### src/rtl/symmetry_generator.sv
// symmetry_generator: latches {half_in, bit-reversed half_in} (bit0 optionally flipped by corrupt) and shifts it out MSB-first; in: clk, rst, start, half_in, corrupt; out: word_out, ser_out, ser_valid, busy, done
module symmetry_generator #(
  parameter int N = 8
) (
  input  logic           clk,
  input  logic           rst,
  input  logic           start,
  input  logic [N/2-1:0] half_in,
  input  logic           corrupt,
  output logic [N-1:0]   word_out,
  output logic           ser_out,
  output logic           ser_valid,
  output logic           busy,
  output logic           done
);
  localparam int H = N / 2;
  localparam int CW = $clog2(N);
  typedef enum logic [1:0] {IDLE, SHIFT, DONE} state_t;
  state_t        state_q;
  logic [CW-1:0] cnt_q;
  logic [N-1:0]  word_q;
  logic          ser_q, valid_q, busy_q, done_q;
  logic [H-1:0]  rev;
  logic [N-1:0]  word_d;
  for (genvar i = 0; i < H; i++) begin : g_rev
    assign rev[i] = half_in[H-1-i];
  end
  assign word_d = {half_in, rev} ^ N'(corrupt);
  always_ff @(posedge clk) begin
    if (rst) begin
      state_q <= IDLE;
      cnt_q   <= '0;
      word_q  <= '0;
      ser_q   <= 1'b0;
      valid_q <= 1'b0;
      busy_q  <= 1'b0;
      done_q  <= 1'b0;
    end else begin
      case (state_q)
        IDLE: if (start) begin
          state_q <= SHIFT;
          word_q  <= word_d;
          cnt_q   <= '0;
          ser_q   <= word_d[N-1];
          valid_q <= 1'b1;
          busy_q  <= 1'b1;
        end
        SHIFT: if (cnt_q == CW'(N - 1)) begin
          state_q <= DONE;
          ser_q   <= 1'b0;
          valid_q <= 1'b0;
          done_q  <= 1'b1;
        end else begin
          cnt_q <= cnt_q + 1'b1;
          ser_q <= word_q[CW'(N - 2) - cnt_q];
        end
        DONE: begin
          state_q <= IDLE;
          done_q  <= 1'b0;
          busy_q  <= 1'b0;
        end
        default: state_q <= IDLE;
      endcase
    end
  end
  assign word_out  = word_q;
  assign ser_out   = ser_q;
  assign ser_valid = valid_q;
  assign busy      = busy_q;
  assign done      = done_q;
endmodule

### config.mk
export PLATFORM = sky130hd
export DESIGN_NAME = symmetry_generator
export DESIGN_NICKNAME = d
export VERILOG_FILES = /design/src/rtl/symmetry_generator.sv
export SDC_FILE = /design/constraint.sdc
export NUM_CORES = 1
export LEC_CHECK = 0
export CAP_MARGIN = 20
export CELL_PAD_IN_SITES_DETAIL_PLACEMENT = 1
export CELL_PAD_IN_SITES_GLOBAL_PLACEMENT = 1
export CORE_MARGIN = 2
export CORE_UTILIZATION = 32
export CTS_BUF_LIST = sky130_fd_sc_hd__clkbuf_4
export DETAILED_ROUTE_END_ITERATION = 8
export GPL_ROUTABILITY_DRIVEN = 0
export GPL_TIMING_DRIVEN = 0
export PLACE_DENSITY = 0.75
export SLEW_MARGIN = 20
export SYNTH_ARGS = -nofsm -noshare
export SYNTH_HDL_FRONTEND = slang
export SYNTH_SLANG_ARGS = --single-unit
### constraint.sdc
create_clock -name clk -period 1.56 [get_ports clk]
set_input_delay 0.312 -clock clk [delete_from_list [all_inputs] [get_ports clk]]
set_output_delay 0.312 -clock clk [all_outputs]
set_load 0.02 [all_outputs]
Word level (Yosys, flattened, before mapping)
Index checks and enable logic that the tools add are counted.
{"block": "op_classes", "addsub": 2, "n_reduce_logical": 11, "muxes": 17, "n_bitwise": 1, "magnitude_cmp": 1, "n_eq_ne": 6}
{"cell": "$reduce_and A2 Y1", "count": 5}
{"cell": "$pmux W1 S2", "count": 4}
{"cell": "$xor A8 B1 Y8", "count": 1}
{"cell": "$mux W1", "count": 6}
{"cell": "$mux W3", "count": 2}
{"cell": "$ne A2 B2 Y1 const B", "count": 3}
{"cell": "$pmux W3 S2", "count": 1}
{"cell": "$reduce_and A3 Y1", "count": 2}
{"cell": "$reduce_bool A2 Y1", "count": 3}
{"cell": "$lt A3 B4 Y1 const B", "count": 1}
{"cell": "$mux W2", "count": 2}
{"cell": "$pmux W2 S2", "count": 1}
{"cell": "$add A3 B1 Y3 const B", "count": 1}
{"cell": "$bmux W1 S3", "count": 1}
{"cell": "$eq A3 B3 Y1 const B", "count": 1}
{"cell": "$sub A3 B3 Y3 const A", "count": 1}
{"cell": "$eq A2 B1 Y1 const B", "count": 1}
{"cell": "$eq A2 B2 Y1 const B", "count": 1}
{"cell": "$logic_not A2 Y1", "count": 1}
{"block": "word_totals", "out_inout_bits": 12, "reg_bits": 17, "wordCells": 45}

Longest topological paths before layout
{"block": "depth", "word_depth": 5, "mapped_depth": 6}

Worst setup path after synthesis
No wires, ideal clock.
{"block": "synth_path", "path_type": "register -> register", "from": "reg cnt_q[0]", "to": "reg ser_q, in the netlist ser_out", "path_slack_ps": 18, "n_path_buf": 1, "t_arrival_ps": 1417, "path_stages_with_launch": 6, "setup_ps": 125, "t_required_ps": 1435, "cell_sequence": "dfxtp_1 -> ha_1 -> buf_2 -> mux2_2 -> o31ai_1 -> o32ai_1"}
{"block": "synth_between", "elab_chain_len": 5}
{"item": "from (decl)", "line_no": "20", "text": "logic [CW-1:0] cnt_q;"}
{"item": "from (signal assigned)", "line_no": "54", "text": "cnt_q <= cnt_q + 1'b1;"}
{"item": "$sub A3 B3 Y3", "line_no": "55", "text": "ser_q <= word_q[CW'(N - 2) - cnt_q];"}
{"item": "$bmux W1 S3", "line_no": "55"}
{"item": "$mux W1 (not written as such)", "line_no": "55"}
{"item": "$mux W1 *", "line_no": "48", "text": "SHIFT: if (cnt_q == CW'(N - 1)) begin"}
{"item": "$pmux W1 S2 *", "line_no": "39", "text": "case (state_q)"}
{"item": "to (signal assigned)", "line_no": "44", "text": "ser_q <= word_d[N-1];"}
{"item": "to (signal assigned)", "line_no": "55"}
{"item": "to (decl)", "line_no": "22", "text": "logic ser_q, valid_q, busy_q, done_q;"}
Every way passes the cells marked *; elsewhere a longest branch is shown, timed or not. The select of a mux whose other input is x is not followed.
A chain may end at the register's enable or synchronous reset.

Worst setup path after layout
Ends and elaborated chain as after synthesis.

==> results.json <==
{
  "outcome": "finished, final reports clean",
  "ys_types": 28,
  "clk_path_buf_depth": 2,
  "via_per_inst": 4.86,
  "timing.fmax_ghz": 0.660,
  "area_growth_syn_to_layout_pct": 55.6,
  "ir_worst_vdd_v": 0.000485,
  "slew_headroom_pct": 70.8,
  "drc": 0,
  "numCtsBuffers": 3,
  "layout-drive-gt1-share_pct": 26.0,
  "critPathRequiredTime_ps": 1740,
  "die_area_um2": 2500,
  "drv_slew": 0,
  "hold_path_class": "flip-flop to flip-flop",
  "critPathMaxFanout": 3,
  "clk_latency_ps": 270,
  "power_density_nw_per_um2": 778,
  "p_total_w": 0.000817,
  "cts.sinks": 14,
  "cp_cell_sequence": "ha_4 -> ha_2 -> or4_1 -> o32ai_2",
  "row_count": 16,
  "yosysSeqAreaShare_pct": 41.5,
  "met2_usage_pct": 28.4,
  "period_needed_ps": 1510,
  "place_hpwl_mm": 1.21,
  "nets": 113,
  "crit_path_max_incr_delay_ps": 490,
  "wl_per_cell_um": 14.2,
  "grt_use_met3_pct": 4.24,
  "tritoncts": "yes",
  "synthCells": 72,
  "endpoint_kind": "flip-flop",
  "tightestPinTransition_ps": 437,
  "period_share_pct": 97.1,
  "die_height_um": 50.0,
  "fin_tns_setup_ps": 0,
  "grt_pass1_vias": 614,
  "busiest_layer": "met2",
  "critPathTopFamily": "simple AND/OR/NAND/NOR gates",
  "wl_mm": 1.80,
  "ant_nets": 0,
  "rsz0062_at_grt": "no",
  "crit_arrival_ps": 1700,
  "core_area_um2": 1980,
  "cpMaxStageDelayCell": "or4_1",
  "critPathKind": "flip-flop to flip-flop",
  "cts.clk_slew.worst_paths_ps": 80,
  "pin_count": 20,
  "start_kind": "flip-flop",
  "fin_worst_skew_ps": 1.45,
  "diodes": 0,
  "synth_area_um2": 676,
  "port_buffers": 19,
  "setup_viol": 0,
  "reg2reg_slack_ps": 50,
  "yosysWarningCount": 0,
  "hold_viol": 0,
  "grt_pass1_wl_mm": 3.00,
  "track_usage_pct": 16.1,
  "vias": 617,
  "die_w_um": 50.0,
  "cp_num_buf_inv": 0,
  "total_leakage_power_nw": 0.491,
  "antenna_found_initial": 0,
  "grt_max_degree": 11,
  "grt-ovfl-total": 0,
  "cap_violations": 0,
  "initialDrtViolationCount": 0,
  "synthesis.nets": 83,
  "drtPass1Iterations": 1,
  "start_util_pct": 34.1,
  "ys_ff_latch": 14,
  "cts_root_buf": "clkbuf_4",
  "met1_usage_pct": 18.4,
  "syn_area_per_cell_um2": 9.38,
  "htree_levels": 1
}
[area by class of cell]
| class | instances | area [um2] |
|---|---|---|
| Fill cell | 226 | 931 |
| Multi-Input combinational cell | 50 | 415 |
| Sequential cell | 14 | 285 |
| Timing Repair Buffer | 25 | 244 |
| Buffer | 6 | 42.5 |
| Tap cell | 27 | 33.8 |
| Clock buffer | 3 | 22.5 |
| Inverter | 2 | 7.51 |
[tightest hold or removal path: cells and delay by family, from the launching register on]
kind | cells | cell delay, ps
flops | 1 | 320
compound gates | 2 | 130
[worst paths after layout]
path	from	cells past startpoint	to
setup / recovery	cnt_q[0]	4	ser_out
setup reg to reg	cnt_q[0]	4	ser_out
hold / removal	ser_valid	2	ser_valid
hold reg to reg	ser_valid	2	ser_valid
[cells by family after synthesis]
kind of cell / Yosys count / synth area share (%)
and+or+nand+nor: 21 / 16.3
AOI/OAI and AO/OA: 15 / 14.1
DFF: 14 / 41.5
muxes: 9 / 13.5
buffers and inverters: 8 / 6.48
adders and majority gates: 3 / 5.56
xor gates and xnor gates: 2 / 2.59
[cell usage after synthesis]
cell,number,area (um2)
xor2_1,1,8.76
clkbuf_1,1,3.75
o21ai_0,4,20.0
nand3b_1,1,7.51
a2bb2oi_1,1,8.76
o32ai_1,1,8.76
nor2_1,11,41.3
nor4_1,1,6.26
buf_2,2,10.0
nand3_1,1,5.00
nor3b_1,1,7.51
a21oi_1,4,20.0
xnor2_1,1,8.76
nand2b_1,1,6.26
inv_1,1,3.75
nor2b_1,2,12.5
or4_1,1,7.51
dfxtp_1,14,280
a22oi_1,2,15.0
nand2_1,1,3.75
mux2_2,1,11.3
inv_2,1,3.75
ha_1,3,37.5
mux2i_1,8,80.1
a211oi_1,2,15.0
nor3b_2,1,12.5
buf_4,3,22.5
o31ai_1,1,7.51
[state kept, by name, indices dropped and copies added (netlist names)]
signal     count
ser_out        1
state_q        2
busy           1
cnt_q          3
done           1
ser_valid      1
word_out       5
[report_power, final]
part / internal (W) / switching [W] / total [W]
sequential: 0.000378 / 0.0000210 / 0.000399
clock: 0.0000892 / 0.000104 / 0.000193
combinational: 0.000122 / 0.000103 / 0.000225
total: 0.000589 / 0.000228 / 0.000817
[layout by cell type (no fill, tap or decap), types with 2 or more instances in the layout]
master / synthesis / layout
a21oi_1: 4 / 4
nor2b_1: 2 / 2
dlymetal6s2s_1: 0 / 3
a211oi_1: 2 / 2
nor2_1: 11 / 11
a22oi_1: 2 / 2
mux2i_1: 8 / 8
clkbuf_4: 0 / 3
o21ai_0: 4 / 3
dlygate4sd2_1: 0 / 9
dfxtp_1: 14 / 12
buf_4: 3 / 8
clkdlybuf4s50_1: 0 / 7
[metal layers]
metal	share of wire [%]	vias to the layer above
met5	0	-
met4	1.1	0
met3	3.8	2
met2	52	10
met1	43	297
li1	-	308
[per-stage QoR]
| step | hold WS [ps] | util [%] | cell area [um2] | instances | setup WS (ps) |
|---|---|---|---|---|---|
| after floorplan | 384 | - | 676 | 72 | 18.2 |
| after global placement | 473 | 45.4 | 900 | 118 | -410 |
| after detailed placement | 488 | 45.4 | 900 | 118 | -467 |
| after CTS | 501 | 50.2 | 995 | 127 | 2.23 |
| after global routing | 532 | 53.0 | 1050 | 127 | 2.36 |
| final | 488 | 53.0 | 1050 | 127 | 45.6 |
[what timing repair did]
action | 4_1_cts | 5_1_grt
pin swaps | 3 | 3
setup buffers | 6 | 0
gates resized for setup | 16 | 12
endpoints found under the setup margin | 18 | 5
hold buffers | 0 | 0
Note: power is estimated with default switching activity, not from simulation.
